`config.mk`:
```
export PLATFORM = sky130hd
export DESIGN_NAME = sync_fifo
export DESIGN_NICKNAME = d
export VERILOG_FILES = /design/src/rtl/sync_fifo.sv
export SDC_FILE = /design/constraint.sdc
export NUM_CORES = 1
export LEC_CHECK = 0
export BUFFER_PORTS_ARGS = -buffer_cell sky130_fd_sc_hd__buf_2
export CAP_MARGIN = 0
export CORE_MARGIN = 5
export CORE_UTILIZATION = 25
export CTS_CLUSTER_DIAMETER = 50
export DETAILED_ROUTE_END_ITERATION = 7
export PLACE_DENSITY = 0.43
export SETUP_SLACK_MARGIN = 0.4
export SLEW_MARGIN = 20
export SYNTH_ARGS = -nofsm -noshare
export SYNTH_HDL_FRONTEND = slang
export SYNTH_SLANG_ARGS = --single-unit
```
`constraint.sdc`:
```
create_clock -name clk -period 2.85 [get_ports clk]
set_clock_uncertainty 0.05 [all_clocks]
set_input_delay 0.57 -clock clk [delete_from_list [all_inputs] [get_ports clk]]
set_output_delay 0.57 -clock clk [all_outputs]
set_load 0.03 [all_outputs]
```
`src/rtl/sync_fifo.sv`:
```
// Single-clock FIFO with count-decoded occupancy flags and registered
// handshake/error pulses; depth need not be a power of two.
module sync_fifo #(
   parameter int FIFO_WIDTH = 16,
   parameter int FIFO_DEPTH = 8
) (
   input  logic                  clk,
   input  logic                  rst,
   input  logic                  wr_en,
   input  logic                  rd_en,
   input  logic [FIFO_WIDTH-1:0] data_in,
   output logic [FIFO_WIDTH-1:0] data_out,
   output logic                  wr_ack,
   output logic                  overflow,
   output logic                  underflow,
   output logic                  full,
   output logic                  almostfull,
   output logic                  empty,
   output logic                  almostempty
);

   localparam int PTR_W = $clog2(FIFO_DEPTH);
   localparam int CNT_W = PTR_W + 1;
   localparam logic [PTR_W-1:0] PTR_LAST = PTR_W'(FIFO_DEPTH - 1);

   logic [FIFO_WIDTH-1:0] r_mem [FIFO_DEPTH];
   logic [PTR_W-1:0]      r_wr_ptr;
   logic [PTR_W-1:0]      r_rd_ptr;
   logic [CNT_W-1:0]      r_count;
   logic [FIFO_WIDTH-1:0] r_data_out;
   logic                  r_wr_ack;
   logic                  r_overflow;
   logic                  r_underflow;

   logic                  w_wr_acc;
   logic                  w_rd_acc;
   logic                  w_full;
   logic                  w_empty;

   assign w_full   = (r_count == CNT_W'(FIFO_DEPTH));
   assign w_empty  = (r_count == '0);
   assign w_wr_acc = wr_en && !w_full;
   assign w_rd_acc = rd_en && !w_empty;

   // Storage is never cleared; reset only blocks a write in the same cycle.
   always_ff @(posedge clk) begin
      if (!rst && w_wr_acc)
         r_mem[r_wr_ptr] <= data_in;
   end

   always_ff @(posedge clk) begin
      if (rst) begin
         r_wr_ptr    <= '0;
         r_rd_ptr    <= '0;
         r_count     <= '0;
         r_data_out  <= '0;
         r_wr_ack    <= 1'b0;
         r_overflow  <= 1'b0;
         r_underflow <= 1'b0;
      end else begin
         r_wr_ack    <= w_wr_acc;
         r_overflow  <= wr_en && w_full;
         r_underflow <= rd_en && w_empty;
         if (w_wr_acc)
            r_wr_ptr <= (r_wr_ptr == PTR_LAST) ? '0 : r_wr_ptr + 1'b1;
         if (w_rd_acc) begin
            r_data_out <= r_mem[r_rd_ptr];
            r_rd_ptr   <= (r_rd_ptr == PTR_LAST) ? '0 : r_rd_ptr + 1'b1;
         end
         case ({w_wr_acc, w_rd_acc})
            2'b10:   r_count <= r_count + 1'b1;
            2'b01:   r_count <= r_count - 1'b1;
            default: r_count <= r_count;
         endcase
      end
   end

   assign data_out    = r_data_out;
   assign wr_ack      = r_wr_ack;
   assign overflow    = r_overflow;
   assign underflow   = r_underflow;
   assign full        = w_full;
   assign empty       = w_empty;
   assign almostfull  = (r_count == CNT_W'(FIFO_DEPTH - 1));
   assign almostempty = (r_count == CNT_W'(1));

endmodule

```
==> results of run 1 <==
## synthesized netlist by cell type (2+ instances only)
library cell / n / area, um2
edfxtp_1: 128 / 3840
mux2i_1: 65 / 651
a22oi_1: 32 / 240
dfxtp_1: 29 / 581
a32o_1: 16 / 160
nor2_1: 14 / 52.6
nand2_1: 11 / 41.3
a21oi_1: 8 / 40.0
ha_1: 8 / 100
clkbuf_1: 6 / 22.5
buf_2: 5 / 25.0
buf_4: 5 / 37.5
inv_1: 4 / 15.0
nand2b_1: 4 / 25.0
or3_1: 4 / 25.0
buf_6: 3 / 33.8
nand4b_1: 3 / 26.3
nand3_1: 2 / 10.0
nor2b_1: 2 / 12.5
nor3_1: 2 / 10.0
xor2_1: 2 / 17.5
## layout make-up
type	instances	share of cell area, %
clock buffer	19	5.90
clock inverter	13	2.11
inverter	5	0.256
multi-input combinational	183	20.7
sequential	157	60.4
tap	324	5.52
timing repair buffer	62	5.12
## power by group
| part | switching, W | internal [W] |
|---|---|---|
| clock | 0.000945 | 0.00131 |
| combinational | 0.000646 | 0.000495 |
| sequential | 0.000187 | 0.00261 |
## worst max-delay path, delay by kind of cell, from the launching register on
family	cells	cell delay [ps]
AND/OR/NAND/NOR	1	430
buffers and inverters	3	360
flip-flops	1	330
adder cells (fa/ha/maj)	1	200
## stage by stage
step / cells / utilization [%] / cell area, um2
finish: 763 / 30.4 / 7340
global route: 763 / 30.4 / 7340
CTS: 762 / 30.3 / 7320
detailed placement: 730 / 27.9 / 6730
global placement: 730 / 27.9 / 6730
floorplan: 364 / - / 6070
## cells by family after synthesis
kind of cell	count (synthesis)
xor gates and xnor gates	3
muxes	65
and+or+nand+nor	48
DFF	157
buffers and inverters	24
AOI/OAI and AO/OA	59
adders and majority gates	8
## state kept, by name (all words and copies together), names as in the netlist
| name | cells |
|---|---|
| data_out | 16 |
| overflow | 1 |
| r_count | 4 |
| r_mem | 128 |
| r_rd_ptr | 3 |
| r_wr_ptr | 3 |
| underflow | 1 |
| wr_ack | 1 |
## worst max-delay path by stage
stage / from / to / slack (ps) / cells past startpoint
after global placement: r_count[0] / r_count[3] / 390 / 10
final: r_count[1] / empty / 490 / 5
after CTS: r_count[1] / empty / 420 / 5
after global routing: r_count[1] / empty / 420 / 5
after floorplan: r_count[0] / r_mem[2][0] / 250 / 6
after detailed placement: r_count[0] / r_count[3] / 370 / 10
## what timing repair did
| action | in CTS | in global routing |
|---|---|---|
| buffers inserted | 0 | 1 |
| gates resized for setup | 1 | 7 |
| endpoints found under the setup margin | 2 | 40 |
## layer usage
layer / vias to the layer above / track usage, %
li1: 1558 / -
met1: 1660 / 13.2
met2: 46 / 16.1
met3: 12 / 3.77
met4: 2 / 2.80
met5: - / 0
==> results.md, run 1 <==
- # clock sinks: 157
- DRT antenna net count: 0
- Initial core utilization: 25.1%
- CP peak stage delay: 430 ps
- Met3 wire length: 502 um
- Pre-CTS WS: 366 ps
- R2R Path Start: r_count[1]
- Layout area overhead: 21.2%
- Crit Path Class: reg -> out
- WP data arrival: 1740 ps
- RSZ-0062 raised after global routing: false
- HPWL Detailed: 8.24 mm
- RR Endpoint: r_count[3]
- Reg2reg path depth: 10
- Global route overflow: 0
- Kind of launch point of the worst setup path: flip-flop
- Tightest Pin Transition: 1080 ps
- Post-Syn Instances: 364
- Slowest-stage cell, CP: or3b_4
- Worst Path Required: 2230 ps
- Metal2 WL: 6.42 mm
- Fmax: 0.423 GHz
- Dominant synthesized flop cell: edfxtp_1
- Crit path time final: 2360 ps
- Mux contribution to synthesized area: 10.7%
- Final Hold Fails: 0
- # rows: 57
- Synthesized area: 6060 um2
- First-pass detailed-route iteration total: 4
- Number of global-route vias before repair: 3516
- Distinct cells, synth: 32
- Hold buffer count at CTS: 0
- Hold crit path type: in -> reg
- R2r setup slk: 580 ps
- Compound-Gate Fraction of Synth Area: 7.75%
- Worst-path clk slew: 60 ps
- Area of the die: 27400 um2
- WL final: 13.6 mm
- Commonest non-fill, non-tap cell in the layout: edfxtp_1
- Port bufs: 42
- Hold WS: 365 ps
- Clock Tree Buf Depth: 2
- Post-synth ARST share: 0%
- Post-synth EDFFs: 128
- Via-per-instance ratio: 4.30
- Final setup viols: 0
- Die height: 166 um
- Clk Latency, worst-skew pair: 420 ps
- Register Area: 4430 um2
- Leak Pwr: 2.45 nW
- Hold path startpoint: data_in[9]
- Routability cong.: 0.665
- Syn_nets: 392
- CTS HTree Levels: 4
- Syn avg cell area: 16.6 um2
- Final period util: 83.0%
- Post-synthesis adder-cell area fraction: 1.65%
- Largest net degree at the start of global routing: 42
- Total GRT Usage: 10.2%
- CP Capture Type: primary output
- Pwr/cell area: 844 nW/um2
- Multi-input gate area: 1520 um2
- Layout cells sized above 1: 23.9%
- N_diodes: 0
- Metal-1 WL: 6.53 mm
- Post-Synth Simple-Gate Area: 4.11%
- Fin nets: 454
- Largest family of logic cells by synthesized area: multiplexers
- Commonest non-fill, non-tap cells in the layout: 128 x edfxtp_1, 65 x mux2i_1, 41 x buf_2
- Total chip power: 0.00620 W
- Routed via count: 3278
- Cts bufs inserted: 17
- Status: finished, final reports clean
- Ys Warns: 0
- First-pass GRT wire length: 21.0 mm
- WL/cell: 17.8 um
- Core area: 24100 um2
- # IOs: 43
- Initial DRC Count: 137
- Relative slew slack: 27.9%
- Hold Path Cell Cnt: 1
- CTS tree: built
- Worst Hold Path EP: r_mem[0][9]
- Crit-path cells: inv_1 -> ha_2 -> or3b_4 -> inv_2 -> buf_4
- Initial antenna violation count: 1
- Layout fillers: 2430
- Slew Limit Fails: 0
- TNS Setup: 0 ps
- Setup slack after layout: 486 ps
- Register bit count reported by yosys: 157
- Root buffer cell: clkbuf_16
- XOR/XNOR share of the synthesized area: 0.434%
- MaxCap Viol Count: 0
- Highest metal used: met5
- Seq/Total Area, Yosys: 73.0%
- IR Drop Worst-Case VDD: 0.390 mV
- CP Max Fanout: 5
- Residual DRC count: 0
- Die W: 166 um
Power figures use the tool's default switching activity.
==> run 2: changes to the inputs <==
ABC_AREA = 1   (was default)
clock period = 1.9 ns   (was 2.85 ns; I/O delays follow)
==> results.md, run 2 <==
- Status: finished, final reports clean (unchanged)
- Layout area overhead: 25.1% (was 21.2%)
- Slowest-stage cell, CP: dfxtp_4 (was or3b_4)
- Final period util: 93.4%
- Commonest non-fill, non-tap cells in the layout: 183 x nand2_1, 128 x edfxtp_1, 103 x inv_1 (was 128 x edfxtp_1, 65 x mux2i_1, 41 x buf_2)
- Synthesized area: 6690 um2 (was 6060 um2)
- Syn avg cell area: 10.2 um2 (was 16.6 um2)
- Routed via count: 4449 (was 3278)
- Pwr/cell area: 1280 nW/um2 (was 844 nW/um2)
- Total chip power: 0.0107 W (was 0.00620 W)
- Cts bufs inserted: 17 (unchanged)
- Residual DRC count: 0 (unchanged)
- Slew Limit Fails: 0 (unchanged)
- Area contributors post-synth: edfxtp_1 57%, nand2_1 10%, dfxtp_1 8.7%, nand3_1 7.2%, inv_1 6.0% (was edfxtp_1 63%, mux2i_1 11%, dfxtp_1 9.6%, a22oi_1 4.0%, a32o_1 2.6%)
- Routability cong.: 0.713 (was 0.665)
- CP peak stage delay: 380 ps (was 430 ps)
- Area leader, netlist: edfxtp_1 (unchanged)
- DRT antenna net count: 0 (unchanged)
- RSZ-0062 raised after global routing: true (was false)
- Dominant synthesized flop cell: edfxtp_1 (unchanged)
- Max reg flops: 128 (unchanged)
- Buf+Inv Stages, Crit Path: 3 (unchanged)
- Worst-path clk slew: 70 ps (was 60 ps)
- TNS Setup: 0 ps (unchanged)
- CP Capture Type: primary output (unchanged)
- Distinct cells, synth: 27 (was 32)
- First-pass GRT wire length: 25.9 mm (was 21.0 mm)
- Most numerous cell in the Yosys netlist: nand2_1 (was edfxtp_1)
- Die height: 174 um (was 166 um)
- Post-synth ARST share: 0% (unchanged)
- Fin nets: 743 (was 454)
- Tightest Pin Transition: 426 ps (was 1080 ps)
- Kind of launch point of the worst setup path: flip-flop (unchanged)
- Final setup viols: 0 (unchanged)
- Synth top area share: 57.4% (was 63.5%)
- Number of global-route vias before repair: 4392 (was 3516)
- Global route overflow: 0 (unchanged)
- Clock Tree Buf Depth: 2 (unchanged)
- # clock sinks: 157 (unchanged)
- Area of the die: 30100 um2 (was 27400 um2)
- Hold buffer count at CTS: 0 (unchanged)
- First-pass detailed-route iteration total: 4 (unchanged)
- Top post-synthesis cells by count: 186 x nand2_1, 128 x edfxtp_1, 107 x inv_1, 96 x nand3_1, 29 x dfxtp_1 (was 128 x edfxtp_1, 65 x mux2i_1, 32 x a22oi_1, 29 x dfxtp_1, 16 x a32o_1)
- WL final: 16.7 mm (was 13.6 mm)
- Leak Pwr: 3.45 nW (was 2.45 nW)
- Initial DRC Count: 295 (was 137)
- Largest net degree at the start of global routing: 54 (was 42)
- Syn_nets: 682 (was 392)
- # IOs: 43 (unchanged)
- Fmax: 0.564 GHz
- Post-Syn Instances: 654 (was 364)
- Via-per-instance ratio: 4.19 (was 4.30)
- Layout cells sized above 1: 21.4% (was 23.9%)
- Crit path time final: 1770 ps
- Relative slew slack: 71.6% (was 27.9%)
- Port bufs: 42 (unchanged)
- MaxCap Viol Count: 0 (unchanged)
- Root buffer cell: clkbuf_16 (unchanged)
- Hold crit path type: in -> reg (unchanged)
- CTS HTree Levels: 4 (unchanged)
- WP data arrival: 1340 ps (was 1740 ps)
- Ys Warns: 0 (unchanged)
- Layout fillers: 2688 (was 2430)
- Initial core utilization: 25.5% (was 25.1%)
- Placed Instances: 1023 (was 730)
- WL/cell: 15.8 um (was 17.8 um)
- CTS tree: built (unchanged)
- Commonest non-fill, non-tap cell in the layout: nand2_1 (was edfxtp_1)
- Crit-path leading delay family: flip-flops (was simple AND/OR/NAND/NOR gates)
- CP Max Fanout: 4 (was 5)
- HPWL Detailed: 9.95 mm (was 8.24 mm)
- Seq/Total Area, Yosys: 66.1% (was 73.0%)
- Initial antenna violation count: 0 (was 1)
- Final Hold Fails: 0 (unchanged)
- Largest reg by FF count: r_mem (unchanged)
- Worst Path Required: 1470 ps (was 2230 ps)
- Clk Latency, worst-skew pair: 430 ps (was 420 ps)
- IR Drop Worst-Case VDD: 0.560 mV (was 0.390 mV)
- Crit Path Class: reg -> out (unchanged)
- Post-layout util: 32.0% (was 30.4%)
- Total GRT Usage: 11.2% (was 10.2%)
- Post-synth EDFFs: 128 (unchanged)
- N_diodes: 0 (unchanged)
- # rows: 59 (was 57)
- Finished Layout Cells: 1063 (was 763)
- Die W: 174 um (was 166 um)
- Core area: 26200 um2 (was 24100 um2)
- Register bit count reported by yosys: 157 (unchanged)
- Crit-path cells: inv_4 -> ha_4 -> nand3_4 -> inv_2 -> buf_6 (was inv_1 -> ha_2 -> or3b_4 -> inv_2 -> buf_4)
==> run 2: changes by cell type in the layout (fill, tap and decap cells not counted), sizes merged, moves of 4 or more <==
cell    before  now
nand2       11  188
clkinv       2    7
nor2        15   24
a32o        16    0
buf         62   72
a22oi       32    1
or3          4    0
a211oi       1    5
inv         11  119
nand2b       4    0
nand3        2   98
mux2i       65    0
a21oi        9   21
==> run 2: report_power, final <==
| part | internal, W | switching (W) | total (W) |
|---|---|---|---|
| combinational | 0.00112 | 0.00209 | 0.00322 |
| sequential | 0.00396 | 0.000159 | 0.00412 |
| clock | 0.00185 | 0.00150 | 0.00335 |
==> run 2: worst paths after layout <==
check / start / to / slack [ps] / depth (start not counted)
max reg2reg: r_count[0] / r_mem[5][12] / 140 / 8
min reg2reg: data_out[11] / data_out[11] / 410 / 2
max: r_count[0] / full / 130 / 5
min: rst / wr_ack / 140 / 2
==> run 2: area by class of cell <==
class	count	area [um2]	area share [%]
tap	335	419	5.01
multi-input combinational	354	1870	22.4
clock buffer	17	425	5.08
clock inverter	15	151	1.81
sequential	157	4440	53.0
inverter	113	437	5.22
timing repair buffer	72	633	7.56
==> run 2: metal layers <==
metal | up-vias | global-route usage, % | wire (um)
met3 | 13 | 3.08 | 582
li1 | 2253 | - | -
met4 | 0 | 2.90 | 204
met2 | 77 | 17.6 | 7770
met5 | - | 0 | 0
met1 | 2106 | 15.4 | 8200
==> run 2: logic make-up (layout without fill, tap and decap cells) <==
logic type | after synthesis | after routing | synth area share [%]
adder cells (fa/ha/maj) | 8 | 8 | 1.50
buffers and inverters | 143 | 217 | 9.76
XOR/XNOR | 1 | 1 | 0.131
AO/OA/AOI/OAI | 30 | 30 | 2.51
flip-flops | 157 | 157 | 66.1
AND/OR/NAND/NOR | 315 | 315 | 20.0
==> run 2: metrics by stage <==
step / hold slack [ps] / area [um2] / worst slack [ps]
2_1_floorplan: 413 / 6820 / 182
3_3_place_gp: 402 / 7530 / 163
3_5_place_dp: 404 / 7530 / 154
4_1_cts: 131 / 8220 / 123
5_1_grt: 126 / 8370 / 58.8
6_report: 145 / 8370 / 126
==> run 2: timing repair <==
| action | CTS | global route |
|---|---|---|
| endpoints found under the hold margin | 0 | 0 |
| gates resized for setup | 25 | 28 |
| pin swaps | 4 | 3 |
| buffers inserted | 4 | 4 |
| endpoints found under the setup margin | 141 | 152 |
==> run 3: changes to the inputs <==
SETUP_SLACK_MARGIN = 0.5   (was 0.4)
==> results.md, run 3 (synthesized netlist as in run 2, its figures left out) <==
- Status: finished, final reports clean (unchanged)
- Highest metal used: met4 (unchanged)
- Core area: 26200 um2 (unchanged)
- Tightest Pin Transition: 406 ps (was 426 ps)
- Root buffer cell: clkbuf_16 (unchanged)
- Hold buffer count at CTS: 0 (unchanged)
- Layout fillers: 2673 (was 2688)
- Global route overflow: 0 (unchanged)
- N_diodes: 0 (unchanged)
- Initial antenna violation count: 0 (unchanged)
- Die height: 174 um (unchanged)
- Die W: 174 um (unchanged)
- Area of the die: 30100 um2 (unchanged)
- Finished Layout Cells: 1066 (was 1063)
- Routed via count: 4469 (was 4449)
- Crit path time final: 1770 ps (about the same)
- Hold crit path type: in -> reg (unchanged)
- Multi-input gate area: 1870 um2 (about the same)
- CTS HTree Levels: 4 (unchanged)
- RSZ-0062 raised after global routing: true (unchanged)
- MaxCap Viol Count: 0 (unchanged)
- Metal2 WL: 8.04 mm (was 7.77 mm)
- Total GRT Usage: 11.4% (was 11.2%)
- Crit Path Class: reg -> out (unchanged)
- Leak Pwr: 3.49 nW (was 3.45 nW)
- WL final: 17.0 mm (was 16.7 mm)
- Final period util: 93.3% (was 93.4%)
- Fmax: 0.564 GHz (about the same)
- WP data arrival: 1340 ps (about the same)
- Slew Limit Fails: 0 (unchanged)
- # rows: 59 (unchanged)
- Final Hold Fails: 0 (unchanged)
- Met3 wire length: 515 um (was 582 um)
- Port bufs: 42 (unchanged)
- Worst-path clk slew: 70 ps (about the same)
- Pwr/cell area: 1290 nW/um2 (was 1280 nW/um2)
- # clock sinks: 157 (unchanged)
- First-pass GRT wire length: 26.3 mm (was 25.9 mm)
- Clk Latency, worst-skew pair: 420 ps (was 430 ps)
- Hold WS: 146 ps (was 145 ps)
- CP Capture Type: primary output (unchanged)
- Largest reg by FF count: r_mem (unchanged)
- Metal-1 WL: 8.28 mm (was 8.20 mm)
- Kind of launch point of the worst setup path: flip-flop (unchanged)
- DRT antenna net count: 0 (unchanged)
- Cts bufs inserted: 17 (unchanged)
- Relative slew slack: 72.9% (was 71.6%)
- # IOs: 43 (unchanged)
- Residual DRC count: 0 (unchanged)
- Worst Path Required: 1470 ps (about the same)
- CP Max Fanout: 3 (was 4)
- Commonest non-fill, non-tap cells in the layout: 183 x nand2_1, 128 x edfxtp_1, 102 x inv_1 (was 183 x nand2_1, 128 x edfxtp_1, 103 x inv_1)
- Clock Tree Buf Depth: 2 (unchanged)
- Max reg flops: 128 (unchanged)
- IR Drop Worst-Case VDD: 0.571 mV (was 0.560 mV)
- First-pass detailed-route iteration total: 4 (unchanged)
- Number of global-route vias before repair: 4423 (was 4392)
- Via-per-instance ratio: 4.19 (about the same)
- Fin nets: 746 (was 743)
- CTS tree: built (unchanged)
- Register Area: 4440 um2 (about the same)
- Final setup viols: 0 (unchanged)
- Routability cong.: 0.713 (unchanged)
- Layout cells sized above 1: 22.7% (was 21.4%)
- Initial core utilization: 25.5% (unchanged)
- HPWL Detailed: 9.95 mm (unchanged)
- Largest net degree at the start of global routing: 54 (unchanged)
- TNS Setup: 0 ps (unchanged)
- Total chip power: 0.0109 W (was 0.0107 W)
- Layout area overhead: 27.2% (was 25.1%)
- Post-layout util: 32.5% (was 32.0%)
- WL/cell: 15.9 um (was 15.8 um)
- Initial DRC Count: 256 (was 295)
- Placed Instances: 1023 (unchanged)
- Commonest non-fill, non-tap cell in the layout: nand2_1 (unchanged)
-- run 3: cell types whose count changed in the layout (fill, tap and decap cells not counted), sizes merged --
cell  delta
buf      +3
-- run 3: metal layers --
layer	vias to the layer above	global-route usage [%]
met1	2121	15.8
met4	0	2.87
met2	79	18.1
li1	2257	-
met5	-	0
met3	12	3.03
-- run 3: layout make-up --
class	instances	share of cell area, %
Clock buffer	17	5.00
Multi-Input combinational cell	354	21.9
Timing Repair Buffer	75	9.05
Tap cell	335	4.92
Sequential cell	157	52.2
Clock inverter	15	1.78
Inverter	113	5.13
-- run 3: worst max-delay path, cell delays in order, from the launching register on --
cell	delay, ps
dfxtp_4	370
inv_6	80
ha_4	160
nand3_4	100
inv_2	80
buf_6	120
-- run 3: repair_timing --
item | 4_1_cts | 5_1_grt
setup endpoints to repair | 169 | 167
gates cloned | 1 | 0
gates resized for setup | 58 | 38
pin swaps | 6 | 14
buffers inserted | 6 | 4
-- run 3: final timing paths --
path         depth (start not counted)    startpoint  slack [ps]           end
max                                  5    r_count[1]         130          full
min reg2reg                          2  data_out[11]         410  data_out[11]
max reg2reg                          8    r_count[0]         150  r_mem[5][12]
min                                  2           rst         150        wr_ack
-- run 3: where the power goes --
part	total [W]	switching [W]	internal [W]
Combinational	0.00344	0.00214	0.00131
Clock	0.00335	0.00150	0.00185
Sequential	0.00415	0.000179	0.00398
Total	0.0109	0.00381	0.00713
-- run 3: through the flow --
stage	setup WS, ps	instance area [um2]
2_1_floorplan	182	6820
3_3_place_gp	163	7530
3_5_place_dp	154	7530
4_1_cts	123	8380
5_1_grt	54.9	8510
6_report	127	8510
